## config.mk

```make
export PLATFORM = sky130hd
export DESIGN_NAME = kamus_lsu
export DESIGN_NICKNAME = d
export VERILOG_FILES = /design/src/rtl/kamus_lsu.sv
export SDC_FILE = /design/constraint.sdc
export NUM_CORES = 1
export LEC_CHECK = 0
export ABC_CLOCK_PERIOD_IN_PS = 2400
export BUFFER_PORTS_ARGS = -buffer_cell sky130_fd_sc_hd__buf_2
export CAP_MARGIN = 40
export CORE_MARGIN = 2
export CORE_UTILIZATION = 45
export CTS_BUF_LIST = sky130_fd_sc_hd__clkbuf_4 sky130_fd_sc_hd__clkbuf_8
export DETAILED_ROUTE_END_ITERATION = 7
export PLACE_DENSITY_LB_ADDON = 0.2
export SLEW_MARGIN = 40
export SYNTH_ARGS = -nofsm -noshare
export SYNTH_HDL_FRONTEND = slang
export SYNTH_SLANG_ARGS = --single-unit
export TNS_END_PERCENT = 10
```

## constraint.sdc

```tcl
create_clock -name clk_i -period 2.4 [get_ports clk_i]
set_clock_uncertainty 0.05 [all_clocks]
set_input_delay 0.48 -clock clk_i [delete_from_list [all_inputs] [get_ports clk_i]]
set_output_delay 0.48 -clock clk_i [all_outputs]
set_load 0.05 [all_outputs]
```

## src/rtl/kamus_lsu.sv

```systemverilog
// kamus_lsu: load/store unit. Accepts one load/store op from EX, runs a req/gnt/rvalid
// transaction on the data bus, and returns aligned, extended load data to writeback.
module kamus_lsu #(
  parameter int unsigned BUS_TIMEOUT = 255  // cycles allowed in REQ+RESP; 0 disables
) (
  input  logic        clk_i,
  input  logic        rst_i,
  // EX side
  input  logic        lsu_valid_i,
  output logic        lsu_ready_o,
  input  logic [5:0]  lsu_op_i,
  input  logic [31:0] lsu_addr_i,
  input  logic [31:0] lsu_wdata_i,
  input  logic [4:0]  lsu_rd_i,
  // data bus
  output logic        data_req_o,
  input  logic        data_gnt_i,
  output logic [31:0] data_addr_o,
  output logic        data_we_o,
  output logic [3:0]  data_be_o,
  output logic [31:0] data_wdata_o,
  input  logic        data_rvalid_i,
  input  logic [31:0] data_rdata_i,
  // writeback
  output logic        wb_valid_o,
  output logic [4:0]  wb_rd_o,
  output logic [31:0] wb_data_o,
  output logic [1:0]  wb_sel_o,
  // status
  output logic        misaligned_o,
  output logic        bus_err_o
);

  // operation_e encodings for the memory ops
  localparam logic [5:0] OP_LB  = 6'd10;
  localparam logic [5:0] OP_LH  = 6'd11;
  localparam logic [5:0] OP_LW  = 6'd12;
  localparam logic [5:0] OP_LBU = 6'd13;
  localparam logic [5:0] OP_LHU = 6'd14;
  localparam logic [5:0] OP_SB  = 6'd15;
  localparam logic [5:0] OP_SH  = 6'd16;
  localparam logic [5:0] OP_SW  = 6'd17;

  localparam logic [1:0] MEM_RESULT = 2'b01;

  localparam logic [1:0] SZ_BYTE = 2'd0;
  localparam logic [1:0] SZ_HALF = 2'd1;
  localparam logic [1:0] SZ_WORD = 2'd2;

  typedef enum logic [1:0] {StIdle, StReq, StResp} state_e;

  state_e      state_q, state_d;

  logic [31:0] addr_q;
  logic [1:0]  off_q;
  logic [3:0]  be_q;
  logic [31:0] wdata_q;
  logic        we_q;
  logic [5:0]  op_q;
  logic [4:0]  rd_q;
  logic [31:0] cnt_q;

  logic        wb_valid_q;
  logic [4:0]  wb_rd_q;
  logic [31:0] wb_data_q;
  logic        mis_q;
  logic        err_q;

  logic        accept;
  logic        is_load;
  logic        is_store;
  logic [1:0]  size;
  logic        misaligned;
  logic        start_bus;
  logic [3:0]  be_new;
  logic [31:0] wdata_new;

  logic        timeout_hit;
  logic        load_done;
  logic        err_set;

  logic [7:0]  byte_sel;
  logic [15:0] half_sel;
  logic [31:0] ld_data;

  assign lsu_ready_o = (state_q == StIdle) && !rst_i;
  assign accept      = lsu_valid_i && lsu_ready_o;

  // Decode the incoming op: class, access size, alignment and store lane placement
  always_comb begin
    is_load   = 1'b0;
    is_store  = 1'b0;
    size      = SZ_WORD;
    be_new    = 4'b1111;
    wdata_new = '0;
    case (lsu_op_i)
      OP_LB, OP_LBU: begin
        is_load = 1'b1;
        size    = SZ_BYTE;
      end
      OP_LH, OP_LHU: begin
        is_load = 1'b1;
        size    = SZ_HALF;
      end
      OP_LW: begin
        is_load = 1'b1;
        size    = SZ_WORD;
      end
      OP_SB: begin
        is_store  = 1'b1;
        size      = SZ_BYTE;
        be_new    = 4'b0001 << lsu_addr_i[1:0];
        wdata_new = {4{lsu_wdata_i[7:0]}};
      end
      OP_SH: begin
        is_store  = 1'b1;
        size      = SZ_HALF;
        be_new    = 4'b0011 << lsu_addr_i[1:0];
        wdata_new = {2{lsu_wdata_i[15:0]}};
      end
      OP_SW: begin
        is_store  = 1'b1;
        size      = SZ_WORD;
        wdata_new = lsu_wdata_i;
      end
      default: begin
        is_load  = 1'b0;
        is_store = 1'b0;
      end
    endcase
    misaligned = ((size == SZ_HALF) && lsu_addr_i[0]) ||
                 ((size == SZ_WORD) && (lsu_addr_i[1:0] != 2'b00));
    start_bus  = accept && (is_load || is_store) && !misaligned;
  end

  // Pick the addressed byte/half from the returned word and extend per op
  always_comb begin
    byte_sel = data_rdata_i[7:0];
    case (off_q)
      2'd0: byte_sel = data_rdata_i[7:0];
      2'd1: byte_sel = data_rdata_i[15:8];
      2'd2: byte_sel = data_rdata_i[23:16];
      2'd3: byte_sel = data_rdata_i[31:24];
      default: byte_sel = data_rdata_i[7:0];
    endcase
    half_sel = off_q[1] ? data_rdata_i[31:16] : data_rdata_i[15:0];
    ld_data  = data_rdata_i;
    case (op_q)
      OP_LB:   ld_data = {{24{byte_sel[7]}}, byte_sel};
      OP_LBU:  ld_data = {24'h0, byte_sel};
      OP_LH:   ld_data = {{16{half_sel[15]}}, half_sel};
      OP_LHU:  ld_data = {16'h0, half_sel};
      default: ld_data = data_rdata_i;
    endcase
  end

  assign timeout_hit = (BUS_TIMEOUT != 0) && ((cnt_q + 32'd1) == BUS_TIMEOUT);

  // Next-state logic; a grant or response arriving in the last allowed cycle wins over timeout
  always_comb begin
    state_d   = state_q;
    load_done = 1'b0;
    err_set   = 1'b0;
    case (state_q)
      StIdle: begin
        if (start_bus) state_d = StReq;
      end
      StReq: begin
        if (data_gnt_i) begin
          state_d = we_q ? StIdle : StResp;
        end else if (timeout_hit) begin
          state_d = StIdle;
          err_set = 1'b1;
        end
      end
      StResp: begin
        if (data_rvalid_i) begin
          state_d   = StIdle;
          load_done = 1'b1;
        end else if (timeout_hit) begin
          state_d = StIdle;
          err_set = 1'b1;
        end
      end
      default: state_d = StIdle;
    endcase
  end

  // State register
  always_ff @(posedge clk_i) begin
    if (rst_i) begin
      state_q <= StIdle;
    end else begin
      state_q <= state_d;
    end
  end

  // Latched op, timeout counter and registered result/status pulses
  always_ff @(posedge clk_i) begin
    if (rst_i) begin
      addr_q     <= '0;
      off_q      <= '0;
      be_q       <= '0;
      wdata_q    <= '0;
      we_q       <= 1'b0;
      op_q       <= '0;
      rd_q       <= '0;
      cnt_q      <= '0;
      wb_valid_q <= 1'b0;
      wb_rd_q    <= '0;
      wb_data_q  <= '0;
      mis_q      <= 1'b0;
      err_q      <= 1'b0;
    end else begin
      mis_q      <= accept && (is_load || is_store) && misaligned;
      err_q      <= err_set;
      wb_valid_q <= load_done && (rd_q != 5'd0);
      if (load_done) begin
        wb_rd_q   <= rd_q;
        wb_data_q <= ld_data;
      end
      if (accept) begin
        addr_q  <= {lsu_addr_i[31:2], 2'b00};
        off_q   <= lsu_addr_i[1:0];
        be_q    <= be_new;
        wdata_q <= wdata_new;
        we_q    <= is_store;
        op_q    <= lsu_op_i;
        rd_q    <= lsu_rd_i;
        cnt_q   <= '0;
      end else if (state_q != StIdle) begin
        cnt_q <= cnt_q + 32'd1;
      end
    end
  end

  // Bus signals are only driven while a request is outstanding
  always_comb begin
    data_req_o   = (state_q == StReq) && !rst_i;
    data_addr_o  = data_req_o ? addr_q : '0;
    data_we_o    = data_req_o ? we_q : 1'b0;
    data_be_o    = data_req_o ? be_q : '0;
    data_wdata_o = data_req_o ? wdata_q : '0;
  end

  assign wb_valid_o   = wb_valid_q;
  assign wb_rd_o      = wb_rd_q;
  assign wb_data_o    = wb_data_q;
  assign wb_sel_o     = MEM_RESULT;
  assign misaligned_o = mis_q;
  assign bus_err_o    = err_q;

endmodule

```

==> results of run 1 <==
-- layer usage --
metal | global-route usage | wire (um) | vias to the layer above
li1 | - | - | 3862
met2 | 0.430 | 11600 | 251
met5 | 0 | 11 | -
met4 | 0.0883 | 374 | 2
met3 | 0.0476 | 1190 | 28
met1 | 0.320 | 10400 | 3678
-- through the flow --
stage	hold WS, ns	total power (W)
3_3_place_gp	0.386	0.00312
4_1_cts	0.124	0.00536
2_1_floorplan	0.379	0.00292
5_1_grt	0.138	0.00551
6_report	0.157	0.00531
3_5_place_dp	0.392	0.00312
-- path summary, 6_finish.rpt --
path / slack, ns / cells past startpoint / to / startpoint
worst min register to register: 0.40 / 2 / addr_q[10] / addr_q[10]
worst max register to register: 0.03 / 8 / state_q[0] / cnt_q[3]
worst max-delay path: 0.03 / 7 / data_wdata_o[28] / state_q[1]
worst min-delay path: 0.16 / 3 / addr_q[5] / lsu_addr_i[5]
-- placed cells by master (no fill, tap or decap), drive strengths merged, types with 6 or more instances in the layout --
cell | Yosys | final
a21oi | 50 | 50
a221oi | 8 | 8
a222oi | 8 | 8
a22o | 17 | 17
a22oi | 11 | 11
and2 | 68 | 68
and3 | 10 | 10
buf | 31 | 319
clkbuf | 48 | 21
dfxtp | 154 | 154
ha | 6 | 6
inv | 8 | 11
mux2i | 19 | 19
nand2 | 149 | 149
nand2b | 8 | 8
nand3 | 70 | 70
nand4 | 16 | 16
nor2 | 81 | 81
nor3 | 14 | 14
nor4 | 10 | 10
o211ai | 7 | 7
o21ai | 66 | 66
or2 | 8 | 8
or3 | 9 | 9
xnor2 | 20 | 20
xor2 | 17 | 17
-- registers in the layout, indices dropped and copies added (netlist names) --
name	flops
addr_q	30
off_q	2
rd_q	5
state_q	2
be_q	4
misaligned_o	1
wb_valid_o	1
bus_err_o	1
wdata_q	32
cnt_q	32
wb_data_o	32
op_q	6
wb_rd_o	5
we_q	1
-- synthesized netlist by cell type (all sizes together) (2+ instances only) --
| master | n | area share |
|---|---|---|
| and3 | 10 | 0.0084 |
| ha | 6 | 0.0098 |
| o31a | 4 | 0.0046 |
| clkbuf | 48 | 0.024 |
| nand3 | 70 | 0.046 |
| or3 | 9 | 0.0080 |
| nand2 | 149 | 0.073 |
| a22oi | 11 | 0.011 |
| a222oi | 8 | 0.010 |
| a221oi | 8 | 0.0092 |
| o21ai | 66 | 0.044 |
| o22a | 2 | 0.0023 |
| a22o | 17 | 0.020 |
| nor2b | 3 | 0.0025 |
| xor2 | 17 | 0.020 |
| mux2 | 3 | 0.0044 |
| nor3 | 14 | 0.0092 |
| xnor2 | 20 | 0.023 |
| a21boi | 2 | 0.0020 |
| nand2b | 8 | 0.0066 |
| and4 | 5 | 0.0057 |
| a21oi | 50 | 0.033 |
| mux2i | 19 | 0.025 |
| buf | 31 | 0.024 |
| conb | 2 | 0.00098 |
| inv | 8 | 0.0039 |
| o21bai | 2 | 0.0020 |
| nand3b | 5 | 0.0049 |
| or2 | 8 | 0.0066 |
| a31oi | 5 | 0.0041 |
| o211ai | 7 | 0.0069 |
| a211oi | 3 | 0.0030 |
| dfxtp | 154 | 0.40 |
| and2 | 68 | 0.056 |
| nor3b | 4 | 0.0039 |
| nand4 | 16 | 0.015 |
| nor4 | 10 | 0.0098 |
| nor2 | 81 | 0.040 |
-- what timing repair did --
action	in CTS	in global routing
setup endpoints to repair	68	71
setup buffers	5	4
resized for setup	147	101
pin swaps	0	23
cloned	1	1
hold buffers	0	0
-- worst register-to-register path: cells and delay by family, from the launching register on --
| family | cells | cell delay [ns] |
|---|---|---|
| compound gates | 3 | 0.64 |
| buf+inv | 1 | 0.22 |
| flops | 1 | 0.39 |
| simple gates | 4 | 0.99 |
-- power by group through the flow --
| stage | Sequential, W | Combinational [W] | Clock, W |
|---|---|---|---|
| floorplan | 0.00270 | 0.000219 | 0 |
| global placement | 0.00270 | 0.000412 | 0 |
| detailed placement | 0.00271 | 0.000413 | 0 |
| CTS | 0.00265 | 0.000417 | 0.00229 |
| global route | 0.00265 | 0.000465 | 0.00239 |
| finish | 0.00264 | 0.000423 | 0.00224 |
-- layout make-up --
| cell class | count | area (um2) |
|---|---|---|
| fill | 1390 | 5850 |
| multi-input combinational | 727 | 4430 |
| sequential | 154 | 3120 |
| timing repair buffer | 320 | 2410 |
| tap | 220 | 275 |
| clock buffer | 20 | 269 |
| clock inverter | 12 | 188 |
| inverter | 8 | 30.0 |
| antenna | 2 | 5.00 |
-- kinds of logic after synthesis --
family / count (synthesis) / synth area share
and+or+nand+nor: 467 / 0.304
AOI/OAI and AO/OA: 191 / 0.158
DFF: 154 / 0.404
buffers and inverters: 87 / 0.0515
xor gates and xnor gates: 37 / 0.0425
muxes: 22 / 0.0294
adders and majority gates: 6 / 0.00984
other: 2 / 0.000985
==> metrics.md, run 1 <==
| Metric | Value |
|---|---|
| Area Growth Syn to Fin | `40.7%` |
| CTS tree | `yes` |
| Worst setup SP type | `flop` |
| Placed inst area | `9390 um2` |
| P per Cell Area | `about 500 nW/um2` |
| YS warnings | `0` |
| Register area share after synthesis | `0.404` |
| CP max FO | `9` |
| First-pass GRT wire length | `36900 um` |
| Initial antenna violation count | `3` |
| Final min period | `roughly 2.4 ns` |
| Share of cells above drive strength 1 | `0.362` |
| Clock power share | `0.423` |
| Post-synth EDFFs | `0` |
| Worst EP arrival | `roughly 1.8 ns` |
| Final Non-Filler Cells | `1463` |
| Clock Path Buffers | `2` |
| Fmax | `~420 MHz` |
| Min setup slack post-route | `approximately 0.028 ns` |
| Row cnt | `47` |
| Clock latency on the worst-skew pair | `about 0.45 ns` |
| CP Cell Sequence | `inv_2, ha_4, nor2b_4, buf_6, clkbuf_16, and2_4, buf_8` |
| Post-route cell area | `10700 um2` |
| Final HPWL DP | `between 15000 and 20000 um` |
| Port buffer count | `220` |
| Core box area | `between 15000 and 20000 um2` |
| RSZ-0062 raised after global routing | `yes` |
| Peak VDD IR | `between 0.3 and 0.4 mV` |
| Unique masters post-synth | `62` |
| Seq pwr share | `0.498` |
| Net Sw Frac | `0.247` |
| Total CTS buffers | `17` |
| Total wire length | `roughly 24000 um` |
| Rel. slew slack | `0.509` |
| Detail Route Antenna Nets | `0` |
| Largest net degree at the start of global routing | `80` |
| Grt total ovfl | `0` |
| Placed Instances | `between 1000 and 1500` |
| Final setup viols | `0` |
| Ys flop type | `dfxtp_1` |
| Max Cap Viol | `0` |
| Clk sink count | `between 150 and 200` |
| Die width | `approximately 130 um` |
| Leak pwr | `about 4.8 nW` |
| Place WS | `-0.166 ns` |
| Routed vias/inst | `around 5.3` |
| Routability congestion estimate | `0.896` |
| Final slew viol count | `0` |
| Clock slew at reported path FFs | `approximately 0.090 ns` |
| Worst-path cell with the longest stage delay | `dfxtp_2` |
| Vias in the first global route | `approximately 7500` |
| Final Cycle Share | `0.988` |
| Final count of hold timing violations | `0` |
| Iter 0 DRT Violations | `around 500` |
| Netlist Area Pre-Place | `between 7000 and 8000 um2` |
| Final core occ | `0.647` |
| Post-Syn Instances | `around 970` |
| WL/cell | `about 16 um` |
| Die Height | `roughly 130 um` |
| H-tree Lvls | `4` |
| Initial Utilization | `0.460` |
| Die ar. | `around 18000 um2` |
| CTS root buffer | `clkbuf_8` |
| DRC viols | `0` |
| CP bufs+invs | `4` |
| Sum Neg Setup Slack | `0 ns` |
| Combinational share of power | `0.080` |
| Max stage delay on crit path | `about 0.35 ns` |
| Avg Inst Size Synth | `a little under 8 um2` |
| Top cell family by delay on the critical path | `buffers and inverters` |
| Worst EP required | `between 1.5 and 2 ns` |
| 1st-pass router iterations | `5` |
| P_int | `~0.004 W` |
| Final #Nets | `roughly 1300` |
| Worst slew pin tran | `0.733 ns` |
| Worst hold path type | `in -> reg` |
| Switching power | `around 0.0013 W` |
| Crit path kind | `reg -> out` |
| GR Util All Layers | `0.252` |
| Synthesized flop and latch total | `between 150 and 200` |
| Worst setup EP type | `output port` |
| Outcome | `complete, no violations` |
| Vias post-DR | `7821` |
| Asr flop ratio synth | `0` |
| I/O Pins | `between 200 and 250` |
Power figures use the tool's default switching activity.
==> inputs of run 2 (changes only) <==
--- a/config.mk
+++ b/config.mk
@@ -5,7 +5,7 @@
 export SDC_FILE = /design/constraint.sdc
 export NUM_CORES = 1
 export LEC_CHECK = 0
-export ABC_CLOCK_PERIOD_IN_PS = 2400
+export ABC_CLOCK_PERIOD_IN_PS = 3100
 export BUFFER_PORTS_ARGS = -buffer_cell sky130_fd_sc_hd__buf_2
 export CAP_MARGIN = 40
 export CORE_MARGIN = 2
==> constraint.sdc (replaced) <==
create_clock -name clk_i -period 3.1 [get_ports clk_i]
set_clock_uncertainty 0.05 [all_clocks]
set_input_delay 0.62 -clock clk_i [delete_from_list [all_inputs] [get_ports clk_i]]
set_output_delay 0.62 -clock clk_i [all_outputs]
set_load 0.05 [all_outputs]
==> run 2 against run 1 <==
Compared with the run above:
- combinational power decreased by 27%
- via count shrank 5.5%
- global-route usage fell by 1.0 points
- first-iteration DRC count fell by 17%
- worst setup slack gained 0.34 ns
- non-clock buffer count shrank 75
- register-to-register slack improved by 0.34 ns
- final area fell by 14%
- die area stayed put
- wire length shrank 7.7%
- largest cell class unchanged
- highest routed layer unchanged
==> metrics.md, run 2 (synthesized netlist as in run 1, its figures left out) <==
| Metric | Value |
|---|---|
| Outcome | `complete, no violations` |
| Total wire length | `21800 um (-7.7%)` |
| Clock latency on the worst-skew pair | `0.45 ns (about the same)` |
| Final count of hold timing violations | `0 (unchanged)` |
| Leak pwr | `4.18 nW (-13%)` |
| Rel. slew slack | `0.606 (+0.0963)` |
| Final Cycle Share | `0.880` |
| Detail Route Antenna Nets | `0 (unchanged)` |
| Setup Fix Bufs, Post-CTS | `0 (-5)` |
| Die ar. | `18000 um2 (unchanged)` |
| R2r worst-path depth | `7 (-1)` |
| Crit path kind | `reg -> reg` |
| Clk sink count | `154 (unchanged)` |
| Routability congestion estimate | `0.917 (+2.4%)` |
| Worst slew pin tran | `0.587 ns (-0.146 ns)` |
| Final slew viol count | `0 (unchanged)` |
| Routed vias/inst | `5.33 (-0.35%)` |
| Min setup slack post-route | `0.372 ns (+0.344 ns)` |
| Vias post-DR | `7389 (-5.5%)` |
| RSZ-0062 raised after global routing | `no` |
| I/O Pins | `225 (unchanged)` |
| Post-route cell area | `9280 um2 (-14%)` |
| Core box area | `16600 um2 (unchanged)` |
| Final HPWL DP | `16100 um (+0.91%)` |
| Largest net degree at the start of global routing | `69 (-14%)` |
| Fmax | `367 MHz` |
| WL/cell | `15.7 um (-2.6%)` |
| CTS root buffer | `clkbuf_8` |
| # hold bufs at CTS | `0 (unchanged)` |
| RR Startpoint | `cnt_q[0]` |
| Placed inst area | `8860 um2 (-5.6%)` |
| Min-delay src | `lsu_addr_i[17]` |
| Worst setup EP type | `flop` |
| Share of cells above drive strength 1 | `0.256 (-0.106)` |
| DRC viols | `0 (unchanged)` |
| CP max FO | `8 (-1)` |
| Initial antenna violation count | `2 (-1)` |
| Die Height | `134 um (unchanged)` |
| Clock slew at reported path FFs | `0.09 ns (about the same)` |
| Worst EP required | `3.40 ns (+1.53 ns)` |
| Clock Path Buffers | `2 (unchanged)` |
| Final min period | `2.73 ns` |
| Vias in the first global route | `6897 (-7.6%)` |
| Min-Delay Path Depth | `3 (unchanged)` |
| Iter 0 DRT Violations | `406 (-17%)` |
| 1st-pass router iterations | `6 (+1)` |
| Worst EP arrival | `3.03 ns (+1.19 ns)` |
| Die width | `134 um (unchanged)` |
| Commonest non-fill, non-tap cell in the layout | `buf_2` |
| Sum Neg Setup Slack | `0 ns (unchanged)` |
| Worst hold path type | `in -> reg` |
| H-tree Lvls | `4 (unchanged)` |
| Area Growth Syn to Fin | `21.6%` |
| CTS tree | `yes` |
| Hold endpoint | `addr_q[17]` |
| Final setup viols | `0 (unchanged)` |
| R2r setup slk | `0.37 ns (+0.34 ns)` |
| Commonest cells after routing, fill and taps aside | `buf_2, dfxtp_1, nand2_1, nor2_1, nand3_1` |
| Max Cap Viol | `0 (unchanged)` |
| R2R Path End | `state_q[0]` |
| GR Util All Layers | `0.242 (-0.0105)` |
| Final #Nets | `1271 (-5.6%)` |
| Worst setup SP type | `flop` |
| P per Cell Area | `423 nW/um2 (-15%)` |
| First-pass GRT wire length | `35100 um (-4.9%)` |
| Peak VDD IR | `0.246 mV (-29%)` |
| Grt total ovfl | `0 (unchanged)` |
| Total CTS buffers | `17 (unchanged)` |
| Row cnt | `47 (unchanged)` |
| Post-CTS Resized | `0 (-100%)` |
| Initial Utilization | `0.460 (unchanged)` |
| Place WS | `0.330 ns (+0.497 ns)` |
| Port buffer count | `220 (unchanged)` |
==> run 2: area by class of cell <==
type | count | area (um2)
Clock buffer | 18 | 248
Antenna cell | 1 | 2.50
Fill cell | 1684 | 7310
Multi-Input combinational cell | 727 | 4180
Inverter | 8 | 30.0
Tap cell | 220 | 275
Sequential cell | 154 | 3080
Timing Repair Buffer | 245 | 1300
Clock inverter | 14 | 161
==> run 2: critical path, cell delays in order, from the launching register on <==
cell     delay, ns
dfxtp_1       0.48
and4_1        0.29
nand4_1       0.30
or3_1         0.52
nor4_1        0.35
o21ai_2       0.09
or3_1         0.33
a31o_1        0.22
==> run 2: layer usage <==
metal,part of all wire,vias to the layer above,GRT usage
li1,-,3718,-
met1,0.44,3399,0.310
met2,0.47,229,0.397
met3,0.060,41,0.0567
met4,0.025,2,0.0901
met5,0.00060,-,0
==> run 2: report_power, final <==
group / switching [W] / internal, W
clock network: 0.000807 / 0.000755
logic: 0.000192 / 0.000119
registers: 0.0000277 / 0.00202
total: 0.00103 / 0.00290
==> run 2: per-stage QoR <==
step	utilization	hold slack (ns)	instances	total power, W
5_1_grt	0.559	0.270	1387	0.00410
6_report	0.559	0.292	1387	0.00392
4_1_cts	0.559	0.266	1386	0.00396
3_5_place_dp	0.535	0.391	1354	0.00241
2_1_floorplan	-	0.379	968	0.00226
3_3_place_gp	0.535	0.387	1354	0.00240
==> run 2: worst max path at each step <==
stage                     cells after the start              end  slack, ns   startpoint
after floorplan                              11       wdata_q[7]       0.33   state_q[0]
after detailed placement                      9       wdata_q[7]       0.33  lsu_op_i[1]
after global placement                        9       wdata_q[0]       0.44  lsu_op_i[1]
final                                         7       state_q[0]       0.37     cnt_q[0]
after global routing                          8       state_q[0]       0.11     cnt_q[0]
after CTS                                     6  data_wdata_o[7]       0.37   state_q[1]
